--- config.mk ---
export PLATFORM = sky130hd
export DESIGN_NAME = debounce_ctrl
export DESIGN_NICKNAME = d
export VERILOG_FILES = /design/src/rtl/debounce_pkg.sv /design/src/rtl/btn_sync.sv /design/src/rtl/debounce_ctrl.sv
export SDC_FILE = /design/constraint.sdc
export NUM_CORES = 1
export LEC_CHECK = 0
export CAP_MARGIN = 20
export CELL_PAD_IN_SITES_DETAIL_PLACEMENT = 0
export CELL_PAD_IN_SITES_GLOBAL_PLACEMENT = 1
export CORE_MARGIN = 3
export CORE_UTILIZATION = 37
export CTS_CLUSTER_SIZE = 12
export DETAILED_ROUTE_END_ITERATION = 6
export GPL_TIMING_DRIVEN = 0
export PLACE_DENSITY = 0.77
export SYNTH_ARGS = -nofsm -noshare
export SYNTH_HDL_FRONTEND = slang
export SYNTH_SLANG_ARGS = --single-unit
--- constraint.sdc ---
create_clock -name clock -period 2.2 [get_ports clock]
set_clock_uncertainty 0.05 [all_clocks]
set_input_delay 0.44 -clock clock [delete_from_list [all_inputs] [get_ports clock]]
set_output_delay 0.44 -clock clock [all_outputs]
set_load 0.1 [all_outputs]
--- src/rtl/debounce_pkg.sv ---
// Shared types and constants for the push-button debounce controller.
//   state_t        : 2-bit Moore state encoding of the debounce FSM
//   TIMER_TERMINAL : count at which the external delay timer pulses timerOF[0]
//   PRESS_CNT_W    : width of the debounced press counter
package debounce_pkg;

  typedef enum logic [1:0] {
    S_LOW     = 2'd0,
    S_WAIT_HI = 2'd1,
    S_HIGH    = 2'd2,
    S_WAIT_LO = 2'd3
  } state_t;

  localparam int unsigned TIMER_TERMINAL = 50;
  localparam int unsigned PRESS_CNT_W    = 8;

  // True in the two qualification states, where the delay timer must run.
  function automatic logic is_wait(input state_t s);
    return (s == S_WAIT_HI) || (s == S_WAIT_LO);
  endfunction

  // Debounced level: high once a press is qualified, until a release is.
  function automatic logic is_level_high(input state_t s);
    return (s == S_HIGH) || (s == S_WAIT_LO);
  endfunction

endpackage

--- src/rtl/btn_sync.sv ---
// Multi-flop synchroniser for an asynchronous single-bit input.
//   SYNC_STAGES : number of flops in the chain (minimum 2)
//   i_clk       : destination clock
//   i_rst_n     : asynchronous active-low reset, clears every stage to 0
//   i_async     : asynchronous input
//   o_sync      : synchronised output (last flop of the chain)
module btn_sync #(
  parameter int unsigned SYNC_STAGES = 2
) (
  input  logic i_clk,
  input  logic i_rst_n,
  input  logic i_async,
  output logic o_sync
);

  logic [SYNC_STAGES-1:0] r_chain;

  always_ff @(posedge i_clk or negedge i_rst_n) begin
    if (!i_rst_n) begin
      r_chain <= '0;
    end else begin
      r_chain <= {r_chain[SYNC_STAGES-2:0], i_async};
    end
  end

  assign o_sync = r_chain[SYNC_STAGES-1];

endmodule

--- src/rtl/debounce_ctrl.sv ---
// Push-button debounce controller driving an external delay timer.
// The raw button is synchronised, then a 4-state Moore FSM qualifies each
// level change by waiting for the timer's terminal-count pulse while the
// synchronised input stays at the new level.
//   SYNC_STAGES : synchroniser depth on btn_raw (minimum 2)
//   clock       : system clock, rising edge
//   rst         : asynchronous active-low reset
//   btn_raw     : raw bouncing button, 1 = pressed
//   timerOF     : delay timer terminal count; only bit 0 is used
//   timerstart  : 1 = timer counts, 0 = timer held at zero
//   btn_level   : debounced level
//   btn_press   : one-cycle pulse on each debounced press
//   press_count : debounced press counter, wraps modulo 256
//   btn_release : one-cycle pulse on each debounced release
//                 (only when DEBOUNCE_RELEASE_PULSE_EN is defined)
module debounce_ctrl
  import debounce_pkg::*;
#(
  parameter int unsigned SYNC_STAGES = 2
) (
  input  logic                   clock,
  input  logic                   rst,
  input  logic                   btn_raw,
  input  logic [1:0]             timerOF,
  output logic                   timerstart,
  output logic                   btn_level,
  output logic                   btn_press,
  output logic [PRESS_CNT_W-1:0] press_count
`ifdef DEBOUNCE_RELEASE_PULSE_EN
  ,
  output logic                   btn_release
`endif
);

  logic   w_btn_s;
  logic   w_tof;
  logic   w_unused;
  state_t r_state;
  state_t w_state_nxt;
  logic   w_press_evt;
  logic   w_timerstart_nxt;
  logic   w_level_nxt;

  logic                   r_timerstart;
  logic                   r_level;
  logic                   r_press;
  logic [PRESS_CNT_W-1:0] r_press_count;

  assign w_tof    = timerOF[0];
  assign w_unused = timerOF[1];

  btn_sync #(
    .SYNC_STAGES(SYNC_STAGES)
  ) u_sync (
    .i_clk  (clock),
    .i_rst_n(rst),
    .i_async(btn_raw),
    .o_sync (w_btn_s)
  );

  always_ff @(posedge clock or negedge rst) begin
    if (!rst) begin
      r_state <= S_LOW;
    end else begin
      r_state <= w_state_nxt;
    end
  end

  // A change of btn_s in a WAIT state takes priority over the timer pulse,
  // so a bounce coinciding with terminal count is still rejected.
  always_comb begin
    w_state_nxt = r_state;
    case (r_state)
      S_LOW: begin
        if (w_btn_s) w_state_nxt = S_WAIT_HI;
      end
      S_WAIT_HI: begin
        if (!w_btn_s)   w_state_nxt = S_LOW;
        else if (w_tof) w_state_nxt = S_HIGH;
      end
      S_HIGH: begin
        if (!w_btn_s) w_state_nxt = S_WAIT_LO;
      end
      S_WAIT_LO: begin
        if (w_btn_s)    w_state_nxt = S_HIGH;
        else if (w_tof) w_state_nxt = S_LOW;
      end
      default: w_state_nxt = S_LOW;
    endcase
    w_timerstart_nxt = is_wait(w_state_nxt);
    w_level_nxt      = is_level_high(w_state_nxt);
    w_press_evt      = (r_state == S_WAIT_HI) && (w_state_nxt == S_HIGH);
  end

  // Outputs are decoded from the next state so they align with the state
  // register; a bounce always passes through a stable state, forcing
  // timerstart low for at least one cycle and restarting the timer.
  always_ff @(posedge clock or negedge rst) begin
    if (!rst) begin
      r_timerstart  <= 1'b0;
      r_level       <= 1'b0;
      r_press       <= 1'b0;
      r_press_count <= '0;
    end else begin
      r_timerstart <= w_timerstart_nxt;
      r_level      <= w_level_nxt;
      r_press      <= w_press_evt;
      if (w_press_evt) begin
        r_press_count <= r_press_count + PRESS_CNT_W'(1);
      end
    end
  end

  assign timerstart  = r_timerstart;
  assign btn_level   = r_level;
  assign btn_press   = r_press;
  assign press_count = r_press_count;

`ifdef DEBOUNCE_RELEASE_PULSE_EN
  logic w_release_evt;
  logic r_release;

  assign w_release_evt = (r_state == S_WAIT_LO) && (w_state_nxt == S_LOW);

  always_ff @(posedge clock or negedge rst) begin
    if (!rst) begin
      r_release <= 1'b0;
    end else begin
      r_release <= w_release_evt;
    end
  end

  assign btn_release = r_release;
`endif

endmodule

==> impl_metrics.env, run 1 <==
export IMPL_cp_top_family="buffers and inverters"
export IMPL_ir_drop_v=0.000962
export IMPL_cts_sinks=14
export IMPL_syn_inst=43
export IMPL_numPortBuffers=14
export IMPL_fin_crit_sh=0.954
export IMPL_setup_violations_final=0
export IMPL_clock_fmax_mhz=477
export IMPL_drc=0
export IMPL_seq_power_share=0.352
export IMPL_hpwl_um=708
export IMPL_cts_setup_buffers=0
export IMPL_clkTransAtPathRegs_ns=0.08
export IMPL_grt_usage=0.116
export IMPL_htreeDepth=1
export IMPL_drv_slew=0
export IMPL_crit_chain="dlygate4sd2_1"
export IMPL_die_height_um=45.3
export IMPL_ff2ff_setup_slack_ns=0.98
export IMPL_cp_slowest_cell="dlygate4sd2_1"
export IMPL_switchingPower_uw=576
export IMPL_drive_above_1_share=0.180
export IMPL_antenna_found_initial=0
export IMPL_period_needed_ns=2.10
export IMPL_yosys_warnings=0
export IMPL_cpPeakStageDelay_ns=0.89
export IMPL_n_antenna_cell=0
export IMPL_critPathRequiredTime_ns=1.71
export IMPL_grt_ovfl_total=0
export IMPL_p_total_uw=1100
export IMPL_drt_first_iter_violations=2
export IMPL_syn_num_nets=49
export IMPL_final_common_cell="dfrtp_1"
export IMPL_vias_per_cell=4.78
export IMPL_crit_end="press_count[2]"
export IMPL_timing_rr_end="press_count[4]"
export IMPL_post_drt_wl_per_cell_um=12.0
export IMPL_synth_seq_cells=14
export IMPL_syn_area_um2=571
export IMPL_grt_max_degree=15
export IMPL_powerDensity_nw_per_um2=1460
export IMPL_num_nets_final=68
export IMPL_syn_avg_cell_area_um2=13.3
export IMPL_die_w_um=45.3
export IMPL_syn_to_final_growth_pct=31.8
export IMPL_rsz0062_at_grt="no"
export IMPL_finalSetupTns_ns=0
export IMPL_post_route_util=0.550
export IMPL_cts_buffers=3
export IMPL_ys_types=14
export IMPL_design_area_um2=752
export IMPL_cp_start_kind="flop"
export IMPL_grt_pass1_wl_um=1720
export IMPL_vias=363
export IMPL_cp_depth=1
export IMPL_r2r_start="r_state[1]"
export IMPL_cp_arrival_ns=1.61
export IMPL_leakage_uw=0.000403
export IMPL_clock_path_buffers=2
export IMPL_core_area_um2=1370
export IMPL_mostFrequentLayoutCells="14 x dfrtp_1, 11 x dlygate4sd2_1, 7 x nand2_1"
export IMPL_cp_startpoint="press_count[2]"
export IMPL_clk_latency_ns=0.27
export IMPL_start_util=0.418
export IMPL_place_area_um2=729
export IMPL_routabilityCongestion=0.661
export IMPL_ioPinCount=16
export IMPL_ant_nets=0
export IMPL_p_sw_frac=0.523
export IMPL_maxSlewHeadroom=0.361
export IMPL_row_count=13
export IMPL_yosysSeqAreaShare=0.614
export IMPL_status="finished clean"
export IMPL_tightest_slew_ns=0.962
export IMPL_cts_root_buffer="clkbuf_4"
export IMPL_cp_num_buf_inv=1
export IMPL_power_frac_clock=0.160
export IMPL_reg2regPathDepth=4
export IMPL_internal_power_uw=524
export IMPL_path_max_fanout=6
export IMPL_hold_path_class="reg2reg"
export IMPL_tritoncts="built"
export IMPL_max_cap_violations=0
export IMPL_design_die_area_um2=2050
export IMPL_p_comb_frac=0.489
export IMPL_drt_wl_total_um=913
export IMPL_grt_pass1_vias=421
export IMPL_worstSetupPathType="reg2out"
export IMPL_hold_viol=0
export IMPL_firstDrtPassIters=2
export IMPL_end_kind="output port"
[power groups by stage]
stage | registers [uW] | clock network [uW] | logic [uW]
after global routing | 400 | 197 | 562
after detailed placement | 395 | 0 | 577
after CTS | 388 | 187 | 543
after global placement | 393 | 0 | 574
final | 387 | 175 | 538
after floorplan | 739 | 0 | 94.2
[metal layers]
layer,up-vias,track usage,wire (um)
met4,0,0.0351,0
met2,10,0.192,408
met1,172,0.143,448
li1,181,-,-
met3,0,0.0359,56
met5,-,0,0
[per-stage QoR]
stage / worst slack, ns / hold WS [ns] / instances
floorplan: 0.347 / 0.0944 / 43
global placement: 0.112 / 0.284 / 72
finish: 0.102 / 0.307 / 76
global route: 0.0185 / 0.331 / 76
detailed placement: 0.113 / 0.297 / 72
CTS: 0.0835 / 0.316 / 76
[flip-flops by register name (all words and copies together), names as in the netlist]
register / flops
press_count: 8
r_state: 2
btn_press: 1
u_sync.r_chain: 2
timerstart: 1
[cells in the mapped netlist]
cell type  number  area [um2]
dfrtp_1        14         350
nand2_1         7        26.3
xnor2_1         4        35.0
xor2_1          4        35.0
nor3_2          3        30.0
a21oi_1         2        10.0
nand3_1         2        10.0
ha_1            1        12.5
inv_2           1        3.75
mux2_2          1        11.3
nand4_1         1        6.26
nand4_2         1        12.5
nand4b_4        1        23.8
nor2_1          1        3.75
[cell type report]
| type | count | area (um2) |
|---|---|---|
| Timing Repair Buffer | 14 | 126 |
| Sequential cell | 14 | 350 |
| Multi-Input combinational cell | 28 | 216 |
| Tap cell | 15 | 18.8 |
| Inverter | 1 | 3.75 |
| Clock buffer | 4 | 36.3 |
| Fill cell | 138 | 614 |
[worst min path at each step]
stage / to / depth (start not counted) / slack [ns] / start
finish: u_sync.r_chain[1] / 0 / 0.31 / u_sync.r_chain[0]
CTS: u_sync.r_chain[1] / 0 / 0.32 / u_sync.r_chain[0]
global placement: u_sync.r_chain[1] / 0 / 0.28 / u_sync.r_chain[0]
floorplan: btn_press / 0 / 0.09 / rst
global route: u_sync.r_chain[1] / 0 / 0.33 / u_sync.r_chain[0]
detailed placement: u_sync.r_chain[1] / 0 / 0.30 / u_sync.r_chain[0]
[cell families (layout without fill, tap and decap cells)]
kind of cell / after synthesis / in the layout / synth area share
buffers and inverters: 1 / 19 / 0.00657
XOR/XNOR: 8 / 8 / 0.123
multiplexers: 1 / 1 / 0.0197
AO/OA/AOI/OAI: 2 / 2 / 0.0175
flip-flops: 14 / 14 / 0.614
adder cells (fa/ha/maj): 1 / 1 / 0.0219
AND/OR/NAND/NOR: 16 / 16 / 0.197
[what timing repair did]
action	CTS	global route
resized for setup	11	0
endpoints found under the hold margin	0	0
setup endpoints to repair	11	0
hold buffers	0	0
Note: power is estimated with default switching activity, not from simulation.
==> run 2: changes to the inputs <==
SLEW_MARGIN = 20   (was unset)
==> results of run 2 <==
No change in the layout: final DEF, timing and power equal those of run 1.
==> run 3: changes to the inputs <==
SLEW_MARGIN = unset   (was 20)
==> results of run 3 <==
No change in the layout: final DEF, timing and power equal those of run 1.
